--- config.mk ---
export PLATFORM = sky130hd
export DESIGN_NAME = i2c_burst_ctrl
export DESIGN_NICKNAME = d
export VERILOG_FILES = /design/src/rtl/i2c_burst_ctrl.sv
export SDC_FILE = /design/constraint.sdc
export NUM_CORES = 1
export LEC_CHECK = 0
export ABC_AREA = 0
export BUFFER_PORTS_ARGS = -buffer_cell sky130_fd_sc_hd__buf_2
export CAP_MARGIN = 30
export CORE_MARGIN = 8
export CORE_UTILIZATION = 45
export CTS_CLUSTER_SIZE = 14
export DETAILED_ROUTE_END_ITERATION = 7
export MAX_ROUTING_LAYER = met4
export PLACE_DENSITY = 0.68
export SLEW_MARGIN = 25
export SYNTH_ARGS = -nofsm -noshare
export SYNTH_HDL_FRONTEND = slang
export SYNTH_SLANG_ARGS = --single-unit
--- constraint.sdc ---
create_clock -name Clk -period 2.05 [get_ports Clk]
set_input_delay 0.205 -clock Clk [delete_from_list [all_inputs] [get_ports Clk]]
set_output_delay 0.205 -clock Clk [all_outputs]
set_load 0.05 [all_outputs]
--- src/rtl/i2c_burst_ctrl.sv ---
// rtl/i2c_burst_ctrl.sv - burst register-access sequencer for the i2c_master core
//
// Drives the i2c_master 8-bit register bus to run multi-byte register reads and
// writes against a 7-bit slave supplied per request.
//   Clk, Rst_n            : clock, asynchronous active-low reset
//   Dbus_addr/do/wr, di   : i2c_master register bus (di combinational on addr)
//   Req_*                 : request, sampled on Req_start while idle
//   Wr_data/valid/ready   : write-byte stream, one byte per valid&ready
//   Rd_data/valid         : received-byte stream, no back-pressure
//   Busy, Done, Err, Err_code : status (code 1 NACK, 2 arb lost, 3 timeout)
module i2c_burst_ctrl #(
    parameter logic [15:0] PRESCALE  = 16'h003D,
    parameter int          LWIDTH    = 4,
    parameter int          TO_CYCLES = 65535,
    parameter int          TWIDTH    = 16
) (
    input  logic              Clk,
    input  logic              Rst_n,
    output logic [2:0]        Dbus_addr,
    input  logic [7:0]        Dbus_di,
    output logic [7:0]        Dbus_do,
    output logic              Dbus_wr,
    input  logic              Req_start,
    input  logic              Req_rdwr,
    input  logic [6:0]        Req_saddr,
    input  logic [7:0]        Req_raddr,
    input  logic [LWIDTH-1:0] Req_len,
    input  logic [7:0]        Wr_data,
    input  logic              Wr_valid,
    output logic              Wr_ready,
    output logic [7:0]        Rd_data,
    output logic              Rd_valid,
    output logic              Busy,
    output logic              Done,
    output logic              Err,
    output logic [1:0]        Err_code
);
    localparam logic [3:0] S_INIT_LO   = 4'd0;
    localparam logic [3:0] S_INIT_HI   = 4'd1;
    localparam logic [3:0] S_INIT_EN   = 4'd2;
    localparam logic [3:0] S_IDLE      = 4'd3;
    localparam logic [3:0] S_TXR       = 4'd4;
    localparam logic [3:0] S_DLOAD     = 4'd5;
    localparam logic [3:0] S_CR        = 4'd6;
    localparam logic [3:0] S_POLL      = 4'd7;
    localparam logic [3:0] S_GET       = 4'd8;
    localparam logic [3:0] S_STOP      = 4'd9;
    localparam logic [3:0] S_STOP_POLL = 4'd10;
    localparam logic [3:0] S_FINISH    = 4'd11;

    // Which byte of the transaction is in flight.
    localparam logic [2:0] P_SLAW  = 3'd0;
    localparam logic [2:0] P_RADDR = 3'd1;
    localparam logic [2:0] P_SLAR  = 3'd2;
    localparam logic [2:0] P_WDATA = 3'd3;
    localparam logic [2:0] P_RDATA = 3'd4;

    localparam logic [TWIDTH-1:0] TO_LAST = TWIDTH'(TO_CYCLES - 1);

    logic [3:0]        state, nstate;
    logic [2:0]        phase_q;
    logic              rdwr_q;
    logic [6:0]        saddr_q;
    logic [7:0]        raddr_q;
    logic [LWIDTH-1:0] remain_q;
    logic [TWIDTH-1:0] tcnt;
    logic              err_q;
    logic [1:0]        code_q, code_n;
    logic [7:0]        rd_data_q;
    logic              rd_valid_q;
    logic [2:0]        addr_c;
    logic [7:0]        do_c, tx_byte, cmd_byte;
    logic              wr_c, last, tip, al, nack, byte_ok;

    assign last = (remain_q == LWIDTH'(1));
    assign tip  = Dbus_di[1];
    assign al   = Dbus_di[5];
    // RxACK only means something for bytes we transmitted.
    assign nack = Dbus_di[7] && (phase_q != P_RDATA);
    assign byte_ok = (state == S_POLL) && !tip && !al && !nack;

    always_comb begin
        tx_byte = 8'h00;
        case (phase_q)
            P_SLAW:  tx_byte = {saddr_q, 1'b0};
            P_RADDR: tx_byte = raddr_q;
            P_SLAR:  tx_byte = {saddr_q, 1'b1};
            default: tx_byte = 8'h00;
        endcase
        cmd_byte = 8'h10;
        case (phase_q)
            P_SLAW, P_SLAR: cmd_byte = 8'h90;
            P_WDATA:        cmd_byte = last ? 8'h50 : 8'h10;
            P_RDATA:        cmd_byte = last ? 8'h68 : 8'h20;
            default:        cmd_byte = 8'h10;
        endcase
    end

    // Bus drive depends only on state, never on Dbus_di, so the core's
    // combinational read path cannot close a loop through this block.
    always_comb begin
        addr_c   = 3'd4;
        do_c     = 8'h00;
        wr_c     = 1'b0;
        Wr_ready = 1'b0;
        case (state)
            S_INIT_LO: begin addr_c = 3'd0; do_c = PRESCALE[7:0];  wr_c = 1'b1; end
            S_INIT_HI: begin addr_c = 3'd1; do_c = PRESCALE[15:8]; wr_c = 1'b1; end
            S_INIT_EN: begin addr_c = 3'd2; do_c = 8'h80;          wr_c = 1'b1; end
            S_TXR:     begin addr_c = 3'd3; do_c = tx_byte;        wr_c = 1'b1; end
            S_DLOAD: begin
                Wr_ready = 1'b1;
                if (Wr_valid) begin
                    addr_c = 3'd3;
                    do_c   = Wr_data;
                    wr_c   = 1'b1;
                end
            end
            S_CR:      begin do_c = cmd_byte; wr_c = 1'b1; end
            S_GET:     addr_c = 3'd3;
            S_STOP:    begin do_c = 8'h40; wr_c = 1'b1; end
            default:   ;
        endcase
    end

    always_comb begin
        nstate = state;
        code_n = code_q;
        case (state)
            S_INIT_LO: nstate = S_INIT_HI;
            S_INIT_HI: nstate = S_INIT_EN;
            S_INIT_EN: nstate = S_IDLE;
            S_IDLE:    if (Req_start) nstate = (Req_len == '0) ? S_FINISH : S_TXR;
            S_TXR:     nstate = S_CR;
            S_DLOAD:   if (Wr_valid) nstate = S_CR;
            S_CR:      nstate = S_POLL;
            S_POLL: begin
                if (!tip) begin
                    // Arbitration loss wins: the core already dropped the bus.
                    if (al) begin
                        code_n = 2'd2;
                        nstate = S_FINISH;
                    end else if (nack) begin
                        code_n = 2'd1;
                        nstate = S_STOP;
                    end else begin
                        case (phase_q)
                            P_SLAW:  nstate = S_TXR;
                            P_RADDR: nstate = rdwr_q ? S_TXR : S_DLOAD;
                            P_SLAR:  nstate = S_CR;
                            P_WDATA: nstate = last ? S_FINISH : S_DLOAD;
                            default: nstate = S_GET;
                        endcase
                    end
                end else if (tcnt == TO_LAST) begin
                    code_n = 2'd3;
                    nstate = S_STOP;
                end
            end
            S_GET:       nstate = last ? S_FINISH : S_CR;
            // After a timeout the core is presumed wedged; do not wait on it.
            S_STOP:      nstate = (code_q == 2'd3) ? S_FINISH : S_STOP_POLL;
            S_STOP_POLL: if (!tip || tcnt == TO_LAST) nstate = S_FINISH;
            S_FINISH:    nstate = S_IDLE;
            default:     nstate = S_INIT_LO;
        endcase
    end

    always_ff @(posedge Clk or negedge Rst_n) begin
        if (!Rst_n) begin
            state      <= S_INIT_LO;
            phase_q    <= P_SLAW;
            rdwr_q     <= 1'b0;
            saddr_q    <= 7'h00;
            raddr_q    <= 8'h00;
            remain_q   <= '0;
            tcnt       <= '0;
            err_q      <= 1'b0;
            code_q     <= 2'd0;
            rd_data_q  <= 8'h00;
            rd_valid_q <= 1'b0;
        end else begin
            state      <= nstate;
            rd_valid_q <= 1'b0;
            code_q     <= code_n;
            if (nstate == S_FINISH && state != S_FINISH && code_n != 2'd0)
                err_q <= 1'b1;
            case (state)
                S_IDLE: if (Req_start) begin
                    rdwr_q   <= Req_rdwr;
                    saddr_q  <= Req_saddr;
                    raddr_q  <= Req_raddr;
                    remain_q <= Req_len;
                    phase_q  <= P_SLAW;
                    code_q   <= 2'd0;
                    err_q    <= (Req_len == '0);
                end
                S_CR, S_STOP: tcnt <= '0;
                S_POLL: begin
                    tcnt <= tcnt + TWIDTH'(1);
                    if (byte_ok) begin
                        case (phase_q)
                            P_SLAW:  phase_q <= P_RADDR;
                            P_RADDR: phase_q <= rdwr_q ? P_SLAR : P_WDATA;
                            P_SLAR:  phase_q <= P_RDATA;
                            P_WDATA: if (!last) remain_q <= remain_q - LWIDTH'(1);
                            default: ;
                        endcase
                    end
                end
                S_GET: begin
                    rd_data_q  <= Dbus_di;
                    rd_valid_q <= 1'b1;
                    if (!last) remain_q <= remain_q - LWIDTH'(1);
                end
                S_STOP_POLL: tcnt <= tcnt + TWIDTH'(1);
                default: ;
            endcase
        end
    end

    // State already sits at INIT_LO during reset; keep the bus quiet until release.
    assign Dbus_addr = Rst_n ? addr_c : 3'd4;
    assign Dbus_do   = Rst_n ? do_c : 8'h00;
    assign Dbus_wr   = Rst_n & wr_c;
    assign Rd_data   = rd_data_q;
    assign Rd_valid  = rd_valid_q;
    assign Done      = (state == S_FINISH);
    assign Busy      = (state > S_IDLE) && (state != S_FINISH);
    assign Err       = err_q;
    assign Err_code  = code_q;
endmodule

==> run summary, run 1 <==
Die
• 46.0% — initial core utilization
• 67 — I/O pin count
• 102 µm — horizontal die dimension
• 7210 µm² — area of the core
• 10400 µm² — Die Area
• 31 — num rows
• 102 µm — Vert. Die Dim

Critical path
• 5 — largest driver fanout on the critical path
• 7 — cell depth of the worst flop-to-flop path
• Err — FF-to-FF End
• flip-flop — type of element capturing the critical path
• -210 ps — flop2flop setup slack
• 2480 ps — Arr. time, crit path
• flip-flop to flip-flop — Crit Path Category
• state[0] — FF-to-FF Start
• 2270 ps — worst endpoint required time
• flip-flop — critical path launch point type

Synth
• 0% — XOR/XNOR Fraction of Synth Area
• 21.7% — Synth Area in Compound Gates
• 100% — share of synthesized registers carrying an async set or reset
• 41.4% — proportion of synthesized chip area in sequential cells
• 55 — number of flip-flops and latches in the synthesized netlist
• 352 — Cells after Synth
• sky130_fd_sc_hd__dfrtp_1 — cell type with the largest total area after synthesis
• sky130_fd_sc_hd__dfrtp_1 (41%), sky130_fd_sc_hd__mux2_2 (8.8%), sky130_fd_sc_hd__o21ai_0 (4.4%), sky130_fd_sc_hd__nand2_1 (3.7%), sky130_fd_sc_hd__nor2_1 (3.4%) — top cells by area in the synthesized netlist
• 41.4% — Yosys top cell area share
• compound AO/OA/AOI/OAI gates — combinational family with the most area after synthesis
• sky130_fd_sc_hd__dfrtp_1 — flip-flop cell with the highest count after synthesis
• 1.51% — adder and majority cell fraction of the synthesized area
• 68 — number of library cell types mapped by synthesis
• 3320 µm² — combined area of all synthesized cells
• 9.44 µm² — Avg Synthesized Cell Area
• 10.6% — multiplexer fraction of the synthesized cell area
• 0 — number of enable flip-flop cells after synthesis
• 19.7% — simple-gate area share of the yosys netlist
• 0 — number of warnings printed during yosys synthesis
• 396 — Synth Net Count

Power
• 24.0% — Sequential Power Share
• 4.03 mW — internal power
• 1540 nW/µm² — power density over cell area
• 3.44 mW — switching power summed over all nets
• 2.19 nW — Leak
• 66.7% — fraction of power consumed by combinational cells
• 0.708 mV — Peak supply drop
• 9.2% — Clock power frac
• 46.0% — Sw Share

Hold path
• input pin to flip-flop — worst hold path type
• raddr_q[5] — Hold Crit Endpoint
• Req_raddr[5] — hold path start
• 2 — hold-critical path depth

Timing
• 112 ps — Final Hold Slack
• yes — setup repair after global routing missed its margin
• -205 ps — Final WS setup
• 658 ps — Worst Max-Slew Pin Slew
• 2260 ps — Tmin final
• 110% — Period Utilization, post-route
• 443 MHz — Max Freq
• 0 — Final Slew Violations
• 55.7% — headroom to the max-slew limit
• 10.3 ps — setup clock skew after layout
• 15 — setup-violating endpoint count in the final report
• 0 — count of endpoints failing hold in the final timing report

Clock network
• sky130_fd_sc_hd__clkbuf_8 — Clock Tree Root
• 2 — # H-tree levels
• 2 — maximum buffer depth of the clock tree
• built — clock tree from TritonCTS
• 55 — Clock Sink Count
• 5 — number of clock buffers inserted by TritonCTS
• 110 ps — clock slew at the register clock pins of the worst setup and hold paths
• 320 ps — clock insertion delay at the later pin of the skew report

Place
• 66 — number of buffer cells added on primary ports
• -123 ps — Post-Place Worst Slack
• 6930 µm — half-perimeter wire length after detailed placement
• 0.921 — Routability Congestion

Finish
• 559 — filler cell count
• sky130_fd_sc_hd__buf_4 (56), sky130_fd_sc_hd__buf_2 (54), sky130_fd_sc_hd__dfrtp_1 (52) — leading cell types in the layout, fill and taps excluded
• 52.7% — fraction of layout instances using a drive strength above 1
• sky130_fd_sc_hd__buf_4 — commonest non-fill, non-tap cell in the layout
• 46.5% — Area growth syn-to-layout
• 527 — post-layout net count
• 0 — number of antenna cells inserted

Global route
• met2 — layer with the highest usage
• 49 — maximum number of pins on one net before global-route repair
• 3266 — via count of the first global-routing pass
• 3.20% — met3 usage in global routing
• 19.7% — total routing usage reported by global routing
• 0 — aggregate global routing overflow
• 31.6% — global routing usage on met2
• 15900 µm — global-route wire length before repair
• 25.5% — met1 GRT Util
• 0 — initial antenna violation count

Route
• 18.5 µm — average routed wire per standard cell
• 5.85 — vias per cell
• 0 — residual antenna-violating net count after detailed routing
• 3408 — number of vias after detailed routing
• 10800 µm — total length of routed wires
• 300 — Iteration-0 DRC Markers
• 5 — first-pass iteration count of the detailed router
• 0 — # DRC

Run status
• complete, but fails checks — status
• negative setup slack — failing checks

Run
• 0 — Max-cap violations

-- power by group through the flow --
stage	clock network, mW	logic (mW)	registers, mW
2_1_floorplan	0	2.21	2.04
3_3_place_gp	0	3.52	1.79
3_5_place_dp	0	3.57	1.80
4_1_cts	0.701	4.29	1.78
5_1_grt	0.746	5.25	1.84
6_report	0.691	4.99	1.80
-- cell families (layout without fill, tap and decap cells) --
kind of cell               Yosys count  after routing
muxes                               32             32
AOI/OAI and AO/OA                  102            102
buffers and inverters               32            164
DFF                                 55             55
and+or+nand+nor                    127            127
adders and majority gates            4              4
-- worst max path at each step --
stage             endpoint         from  slack [ps]
2_1_floorplan  remain_q[1]  remain_q[1]          20
3_3_place_gp   remain_q[1]     state[1]          -4
3_5_place_dp           Err  remain_q[1]        -120
4_1_cts         Dbus_do[6]     state[0]        -160
5_1_grt         Dbus_do[6]     state[2]        -220
6_report               Err     state[0]        -210
-- Yosys cell counts, types with 2 or more instances --
library cell	n
sky130_fd_sc_hd__nor3_1	5
sky130_fd_sc_hd__mux2i_1	6
sky130_fd_sc_hd__a31oi_1	8
sky130_fd_sc_hd__or4bb_1	2
sky130_fd_sc_hd__a21o_1	2
sky130_fd_sc_hd__or3_1	3
sky130_fd_sc_hd__nand2_1	33
sky130_fd_sc_hd__or2_2	2
sky130_fd_sc_hd__clkbuf_8	3
sky130_fd_sc_hd__nor2b_1	4
sky130_fd_sc_hd__dfrtp_1	55
sky130_fd_sc_hd__mux2_2	26
sky130_fd_sc_hd__inv_1	10
sky130_fd_sc_hd__o22ai_1	2
sky130_fd_sc_hd__o21ai_0	29
sky130_fd_sc_hd__nor4_1	4
sky130_fd_sc_hd__nand3_1	11
sky130_fd_sc_hd__a22oi_1	2
sky130_fd_sc_hd__o21ai_1	3
sky130_fd_sc_hd__o31ai_1	4
sky130_fd_sc_hd__nor3b_1	2
sky130_fd_sc_hd__ha_1	4
sky130_fd_sc_hd__and2_1	6
sky130_fd_sc_hd__nor2_1	30
sky130_fd_sc_hd__a22o_1	10
sky130_fd_sc_hd__or2b_1	2
sky130_fd_sc_hd__nand4_1	7
sky130_fd_sc_hd__a222oi_1	3
sky130_fd_sc_hd__a32oi_1	2
sky130_fd_sc_hd__buf_6	2
sky130_fd_sc_hd__clkbuf_1	13
sky130_fd_sc_hd__a21oi_1	14
sky130_fd_sc_hd__nand2b_1	4
sky130_fd_sc_hd__o211ai_1	5
-- state kept, by name, summed over array words and instances (netlist names) --
register  flops
Rd_valid      1
phase_q       3
Err_code      2
remain_q      4
raddr_q       8
tcnt         16
rdwr_q        1
saddr_q       7
state         4
Err           1
Rd_data       8
-- per-stage QoR --
step / utilization, % / total power, mW / area (µm²) / setup TNS [ps] / std cells
floorplan: - / 4.25 / 3370 / 0 / 352
global placement: 55.5 / 5.31 / 4010 / -4.18 / 533
detailed placement: 55.5 / 5.38 / 4010 / -156 / 533
CTS: 63.1 / 6.77 / 4550 / -389 / 569
global route: 67.4 / 7.84 / 4870 / -2350 / 583
finish: 67.4 / 7.47 / 4870 / -924 / 583
-- worst max-delay path, cell delays in order, from the launching register on --
cell	delay (ps)
sky130_fd_sc_hd__dfrtp_2	460
sky130_fd_sc_hd__buf_4	150
sky130_fd_sc_hd__clkbuf_16	140
sky130_fd_sc_hd__or4_1	520
sky130_fd_sc_hd__a32oi_1	330
sky130_fd_sc_hd__o211ai_1	170
sky130_fd_sc_hd__o31a_1	140
sky130_fd_sc_hd__a31o_2	240
-- metal layers --
metal,vias to the layer above,routed length (µm)
met4,0,338
met3,37,584
met2,148,5150
met1,1647,4730
met5,-,0
li1,1576,-
-- what timing repair did --
item | in CTS | in global routing
cloned | 0 | 1
gates resized for setup | 70 | 55
setup buffers | 27 | 13
hold buffers | 1 | 0
setup endpoints to repair | 14 | 31
hold endpoints to repair | 7 | 0
pin swaps | 21 | 33
-- final cells by class --
cell class / instances / area, µm² / share of cell area [%]
tap: 99 / 124 / 2.55
inverter: 11 / 51.3 / 1.05
clock inverter: 2 / 18.8 / 0.386
sequential: 55 / 1380 / 28.4
clock buffer: 6 / 82.6 / 1.70
timing repair buffer: 145 / 1120 / 23.0
multi-input combinational: 265 / 2090 / 43.0
(Power assumes the default switching activity.)
==> inputs of run 2 (changes only) <==
CORE_UTILIZATION = 50   (was 45)
PLACE_DENSITY = 0.75   (was 0.68)
==> run 2 against run 1 <==
Against the previous run: the run still ends with negative setup slack left; power shrank 3.4%; setup slack improved by 39 ps; largest cell class unchanged; critical path depth down 2; hold slack worse by 11 ps; non-clock buffer count shrank 12.
==> run summary, run 2 (synthesis gave the netlist of run 1 again) <==
Critical path
• 8 — cell depth of the worst flop-to-flop path, was 7
• flip-flop — critical path launch point type, unchanged
• -100 ps — flop2flop setup slack, was -210 ps
• sky130_fd_sc_hd__or4bb_4 — cell with the largest stage delay on the worst path, was sky130_fd_sc_hd__or4_1
• phase_q[0] — FF-to-FF End, was Err
• output pin — type of element capturing the critical path, was flip-flop
• buf_12 > or4bb_4 > buf_4 > a31oi_4 > buf_6 — cell-by-cell listing of the critical path, was buf_4 > clkbuf_16 > or4_1 > a32oi_1 > o211ai_1 > o31a_1 > a31o_2
• 2010 ps — Arr. time, crit path, was 2480 ps
• 14 — largest driver fanout on the critical path, was 5
• state[2] — critical path startpoint, was state[0]
• phase_q[1] — FF-to-FF Start, was state[0]
• 550 ps — critical path's largest stage delay, was 520 ps
• flip-flop to output pin — Crit Path Category, was flip-flop to flip-flop
• 1850 ps — worst endpoint required time, was 2270 ps

Global route
• 16100 µm — global-route wire length before repair, was 15900 µm
• 3377 — via count of the first global-routing pass, was 3266
• 0 — aggregate global routing overflow, unchanged
• 0 — initial antenna violation count, unchanged
• 20.8% — total routing usage reported by global routing, was 19.7%
• 42 — maximum number of pins on one net before global-route repair, was 49

Place
• 6840 µm — half-perimeter wire length after detailed placement, was 6930 µm
• 66 — number of buffer cells added on primary ports, unchanged
• 3990 µm² — placed cell area, was 4010 µm²
• 0.965 — Routability Congestion, was 0.921

Hold path
• input pin to flip-flop — worst hold path type, unchanged
• 2 — hold-critical path depth, unchanged
• saddr_q[1] — Hold Crit Endpoint, was raddr_q[5]
• Req_saddr[1] — hold path start, was Req_raddr[5]

Route
• 0 — # DRC, unchanged
• 10300 µm — total length of routed wires, was 10800 µm
• 18.8 µm — average routed wire per standard cell, was 18.5 µm
• 282 — Iteration-0 DRC Markers, was 300
• 3331 — number of vias after detailed routing, was 3408
• 6.07 — vias per cell, was 5.85
• 5 — first-pass iteration count of the detailed router, unchanged
• 0 — residual antenna-violating net count after detailed routing, unchanged

Finish
• 48.9% — fraction of layout instances using a drive strength above 1, was 52.7%
• 441 — filler cell count, was 559
• tcnt — register with the most flip-flops, unchanged
• 515 — post-layout net count, was 527
• 4700 µm² — Finished Cell Area, was 4870 µm²
• sky130_fd_sc_hd__buf_2 (57), sky130_fd_sc_hd__dfrtp_1 (53), sky130_fd_sc_hd__buf_4 (52) — leading cell types in the layout, fill and taps excluded, was sky130_fd_sc_hd__buf_4 (56), sky130_fd_sc_hd__buf_2 (54), sky130_fd_sc_hd__dfrtp_1 (52)
• 0 — number of antenna cells inserted, unchanged
• 16 — max reg flops, unchanged
• 41.4% — Area growth syn-to-layout, was 46.5%
• sky130_fd_sc_hd__buf_2 — commonest non-fill, non-tap cell in the layout, was sky130_fd_sc_hd__buf_4

Die
• 67 — I/O pin count, unchanged
• 52.0% — initial core utilization, was 46.0%
• 29 — num rows, was 31
• 9510 µm² — Die Area, was 10400 µm²
• 97.5 µm — horizontal die dimension, was 102 µm
• 6390 µm² — area of the core, was 7210 µm²
• 97.5 µm — Vert. Die Dim, was 102 µm

Timing
• 451 MHz — Max Freq, was 443 MHz
• 0 — count of endpoints failing hold in the final timing report, unchanged
• yes — setup repair after global routing missed its margin, unchanged
• 101 ps — Final Hold Slack, was 112 ps
• 0 — Final Slew Violations, unchanged
• -166 ps — Final WS setup, was -205 ps
• 14 — setup-violating endpoint count in the final report, was 15
• 2220 ps — Tmin final, was 2260 ps
• 108% — Period Utilization, post-route, was 110%
• 621 ps — Worst Max-Slew Pin Slew, was 658 ps
• 4.10 ps — setup clock skew after layout, was 10.3 ps
• 58.1% — headroom to the max-slew limit, was 55.7%
• -802 ps — setup TNS, was -924 ps

Clock network
• 5 — number of clock buffers inserted by TritonCTS, unchanged
• 55 — Clock Sink Count, unchanged
• 2 — # H-tree levels, unchanged
• 110 ps — clock slew at the register clock pins of the worst setup and hold paths, about the same
• sky130_fd_sc_hd__clkbuf_8 — Clock Tree Root, unchanged
• 320 ps — clock insertion delay at the later pin of the skew report, about the same
• 2 — maximum buffer depth of the clock tree, unchanged
• built — clock tree from TritonCTS, unchanged

Power
• 7.22 mW — total power after layout, was 7.47 mW
• 1540 nW/µm² — power density over cell area, about the same
• 0.994 mV — Peak supply drop, was 0.708 mV
• 2.13 nW — Leak, was 2.19 nW

Run
• 0 — Max-cap violations, unchanged

Run status
• complete, but fails checks — status, unchanged
• negative setup slack — failing checks, unchanged

==> run 2: cell count changes in the layout (fill, tap and decap cells not counted), moves of 2 or more <==
| cell | change |
|---|---|
| sky130_fd_sc_hd__buf_4 | -4 |
| sky130_fd_sc_hd__buf_6 | -11 |
| sky130_fd_sc_hd__a21oi_2 | -3 |
| sky130_fd_sc_hd__nor2_4 | -2 |
| sky130_fd_sc_hd__nand3_1 | +3 |
| sky130_fd_sc_hd__nand3_2 | -3 |
| sky130_fd_sc_hd__nor3_2 | -2 |
| sky130_fd_sc_hd__a21oi_1 | +3 |
| sky130_fd_sc_hd__buf_2 | +3 |
| sky130_fd_sc_hd__nand2b_4 | -2 |
| sky130_fd_sc_hd__clkinvlp_4 | -2 |
==> run 2: area by class of cell <==
cell class / instances / area (µm²) / area share, %
Multi-Input combinational cell: 265 / 2060 / 44.0
Sequential cell: 55 / 1380 / 29.4
Timing Repair Buffer: 133 / 987 / 21.0
Tap cell: 77 / 96.3 / 2.05
Clock buffer: 5 / 68.8 / 1.47
Clock inverter: 3 / 55.1 / 1.17
Inverter: 11 / 46.3 / 0.986
==> run 2: where the power goes <==
group          internal [mW]  switching [mW]
logic                   2.07            2.57
registers               1.48           0.316
clock network          0.377           0.409
total                   3.92            3.30
==> run 2: how the worst max path moves through the flow <==
stage	slack, ps	to	cells past startpoint
6_report	-170	Dbus_do[6]	5
5_1_grt	-200	Dbus_do[6]	5
4_1_cts	-170	Dbus_do[6]	6
3_5_place_dp	-100	Err	8
3_3_place_gp	1	Err	8
2_1_floorplan	20	remain_q[1]	8
==> run 2: repair_timing <==
| action | in CTS | in global routing |
|---|---|---|
| endpoints found under the setup margin | 14 | 47 |
| pin swaps | 15 | 21 |
| resized for setup | 58 | 37 |
| endpoints found under the hold margin | 15 | 0 |
| hold buffers | 1 | 0 |
| setup buffers | 22 | 7 |
| gates cloned | 1 | 0 |
==> run 2: per-layer routing <==
metal	vias to the layer above	share of wire, %	track usage (%)
met5	-	0	-
met4	0	3.0	8.16
met1	1609	43	25.9
met3	37	4.8	3.84
met2	138	49	32.5
li1	1547	-	-
==> run 2: per-stage QoR <==
stage | setup WS, ps | util (%) | cells
detailed placement | -104 | 62.4 | 512
global route | -204 | 73.6 | 549
CTS | -172 | 71.0 | 543
global placement | 1.10 | 62.4 | 512
finish | -166 | 73.6 | 549
floorplan | 24.4 | - | 352
==> run 2: worst max-delay path: cells and delay by family, from the launching register on <==
kind,cells,cell delay [ps]
AND/OR/NAND/NOR,1,550
buffers and inverters,3,500
flip-flops,1,450
AO/OA/AOI/OAI,1,180
==> inputs of run 3 (changes only) <==
--- a/config.mk
+++ b/config.mk
@@ -14,2 +14,3 @@
 export DETAILED_ROUTE_END_ITERATION = 7
+export GPL_TIMING_DRIVEN = 0
 export MAX_ROUTING_LAYER = met4
==> constraint.sdc (replaced) <==
create_clock -name Clk -period 2.05 [get_ports Clk]
set_input_delay 0.41 -clock Clk [delete_from_list [all_inputs] [get_ports Clk]]
set_output_delay 0.41 -clock Clk [all_outputs]
set_load 0.05 [all_outputs]
==> run 3 against run 2 <==
Against the previous run: the flow still finishes with violations (negative setup slack); hold slack worse by 96 ps; critical path depth is 2 higher; clock skew is 1.2 ps higher; count of clock-buffer cells in the layout is 1 higher; via count is 7.6% higher; power is 11% higher; design area is 6.9% higher; non-clock buffer count is 6 higher; sequential power hardly changed; largest cell class unchanged.
==> run summary, run 3 (synthesis gave the netlist of run 1 again) <==
Route
• 348 — Iteration-0 DRC Markers, was 282
• 0 — # DRC, unchanged
• 0 — residual antenna-violating net count after detailed routing, unchanged
• 12100 µm — total length of routed wires, was 10300 µm
• 7 — first-pass iteration count of the detailed router, was 5
• 6.46 — vias per cell, was 6.07
• 21.9 µm — average routed wire per standard cell, was 18.8 µm
• 3584 — number of vias after detailed routing, was 3331

Critical path
• 7 — largest driver fanout on the critical path, was 14
• clkbuf_16 > clkinvlp_4 > or3_4 > a21oi_4 > a21oi_4 > nor2_4 > buf_8 — cell-by-cell listing of the critical path, was buf_12 > or4bb_4 > buf_4 > a31oi_4 > buf_6
• sky130_fd_sc_hd__dfrtp_2 — cell with the largest stage delay on the worst path, was sky130_fd_sc_hd__or4bb_4
• flip-flop — critical path launch point type, unchanged
• 1640 ps — worst endpoint required time, was 1850 ps
• 2050 ps — Arr. time, crit path, was 2010 ps
• sky130_fd_sc_hd__a21oi_4 — most repeated library cell on the critical path
• flip-flop to output pin — Crit Path Category, unchanged
• 430 ps — critical path's largest stage delay, was 550 ps
• output pin — type of element capturing the critical path, unchanged

Finish
• 51.2% — Area growth syn-to-layout, was 41.4%
• 78.6% — Core Util, Final, was 73.6%
• tcnt — register with the most flip-flops, unchanged
• sky130_fd_sc_hd__dfrtp_1 (52), sky130_fd_sc_hd__buf_2 (51), sky130_fd_sc_hd__buf_4 (47) — leading cell types in the layout, fill and taps excluded, was sky130_fd_sc_hd__buf_2 (57), sky130_fd_sc_hd__dfrtp_1 (53), sky130_fd_sc_hd__buf_4 (52)
• 53.3% — fraction of layout instances using a drive strength above 1, was 48.9%
• 374 — filler cell count, was 441
• 16 — max reg flops, unchanged
• sky130_fd_sc_hd__dfrtp_1 — commonest non-fill, non-tap cell in the layout, was sky130_fd_sc_hd__buf_2
• 2200 µm² — combined area of the multi-input logic cells, was 2060 µm²
• 0 — number of antenna cells inserted, unchanged
• 555 — Cell Count, Final, Fillers Out, was 549
• 1380 µm² — sequential standard cell area, about the same
• 521 — post-layout net count, was 515

Timing
• 0 — count of endpoints failing hold in the final timing report, unchanged
• 51.2% — headroom to the max-slew limit, was 58.1%
• 28 — setup-violating endpoint count in the final report, was 14
• 5.33 ps — setup clock skew after layout, was 4.10 ps
• 722 ps — Worst Max-Slew Pin Slew, was 621 ps
• 2460 ps — Tmin final, was 2220 ps
• 120% — Period Utilization, post-route, was 108%
• 407 MHz — Max Freq, was 451 MHz
• -409 ps — Final WS setup, was -166 ps
• yes — setup repair after global routing missed its margin, unchanged
• 0 — Final Slew Violations, unchanged

Die
• 9510 µm² — Die Area, unchanged
• 97.5 µm — horizontal die dimension, unchanged
• 6390 µm² — area of the core, unchanged
• 52.0% — initial core utilization, unchanged
• 97.5 µm — Vert. Die Dim, unchanged
• 29 — num rows, unchanged
• 67 — I/O pin count, unchanged

Clock network
• built — clock tree from TritonCTS, unchanged
• 55 — Clock Sink Count, unchanged
• 310 ps — clock insertion delay at the later pin of the skew report, was 320 ps
• 5 — number of clock buffers inserted by TritonCTS, unchanged
• 2 — # H-tree levels, unchanged
• sky130_fd_sc_hd__clkbuf_8 — Clock Tree Root, unchanged
• 110 ps — clock slew at the register clock pins of the worst setup and hold paths, about the same
• 0 — count of hold-fix buffers inserted at cts, was 1
• 2 — maximum buffer depth of the clock tree, unchanged

Run status
• negative setup slack — failing checks, unchanged
• complete, but fails checks — status, unchanged

Place
• 6480 µm — half-perimeter wire length after detailed placement, was 6840 µm
• 0.905 — Routability Congestion, was 0.965
• 66 — number of buffer cells added on primary ports, unchanged
• 495 — Cells after DPL, was 512

Power
• 0.951 mV — Peak supply drop, was 0.994 mV
• 2.22 nW — Leak, was 2.13 nW
• 1590 nW/µm² — power density over cell area, was 1540 nW/µm²
• 8.00 mW — total power after layout, was 7.22 mW

Run
• 0 — Max-cap violations, unchanged

Hold path
• input pin to async pin — worst hold path type, was input pin to flip-flop

Global route
• 0 — initial antenna violation count, unchanged
• 0 — aggregate global routing overflow, unchanged
• 16700 µm — global-route wire length before repair, was 16100 µm
• 21.3% — total routing usage reported by global routing, was 20.8%
• 59 — maximum number of pins on one net before global-route repair, was 42
• 3418 — via count of the first global-routing pass, was 3377

-- run 3: changes by cell type in the layout (fill, tap and decap cells not counted), moves of 5 or more --
cell | before | now
sky130_fd_sc_hd__buf_8 | 1 | 14
sky130_fd_sc_hd__clkbuf_16 | 0 | 5
sky130_fd_sc_hd__buf_4 | 52 | 47
sky130_fd_sc_hd__nor2_2 | 14 | 7
sky130_fd_sc_hd__buf_2 | 57 | 51
sky130_fd_sc_hd__nor2_1 | 16 | 11
sky130_fd_sc_hd__nor2_4 | 1 | 13
-- run 3: layout make-up --
class | count | area share [%]
multi-input cells | 265 | 43.9
flip-flops and latches | 55 | 27.5
repair buffers | 122 | 18.2
plain buffers | 17 | 5.56
well taps | 77 | 1.92
clock buffers | 6 | 1.64
inverters | 11 | 0.922
clock inverters | 2 | 0.374
-- run 3: critical path: cells and delay by family (launching register included) --
| kind | cells | cell delay (ps) |
|---|---|---|
| simple gates | 2 | 560 |
| buf+inv | 3 | 510 |
| flops | 1 | 430 |
| compound gates | 2 | 220 |
-- run 3: final timing paths --
kind                              startpoint  cells after the start      endpoint  slack [ps]
worst max-delay path                state[2]                      7  Dbus_addr[1]        -410
worst min-delay path                   Rst_n                      1      tcnt[14]           5
worst max register to register      state[3]                      9           Err        -210
worst min register to register      tcnt[10]                      1      tcnt[10]         500
max in group asynchronous              Rst_n                      1    phase_q[1]        1680
min in group Clk                Req_raddr[1]                      2    raddr_q[1]         320
-- run 3: repair_timing --
action,4_1_cts,5_1_grt
gates resized for setup,101,86
setup buffers,38,17
pin swaps,20,26
setup endpoints to repair,27,55
gates cloned,1,0
-- run 3: through the flow --
step | setup TNS [ps] | area [µm²] | hold slack [ps] | setup WS, ps
6_report | -5470 | 5020 | 4.69 | -409
5_1_grt | -7560 | 5020 | 33.3 | -453
4_1_cts | -3810 | 4610 | 73.8 | -331
3_5_place_dp | -6660 | 3860 | 479 | -509
3_3_place_gp | -9280 | 3850 | 466 | -919
2_1_floorplan | -512 | 3430 | 114 | -117
-- run 3: layer usage --
layer | global-route usage, % | vias to the layer above | wire length, µm
met3 | 3.77 | 55 | 945
met5 | - | - | 0
met4 | 6.29 | 0 | 518
met2 | 33.8 | 222 | 5600
li1 | - | 1559 | -
met1 | 27.0 | 1748 | 5070
-- run 3: report_power, final --
part	switching (mW)	internal (mW)	leakage [nW]
combinational	3.05	2.49	1.47
clock	0.396	0.284	0.0493
sequential	0.300	1.48	0.700
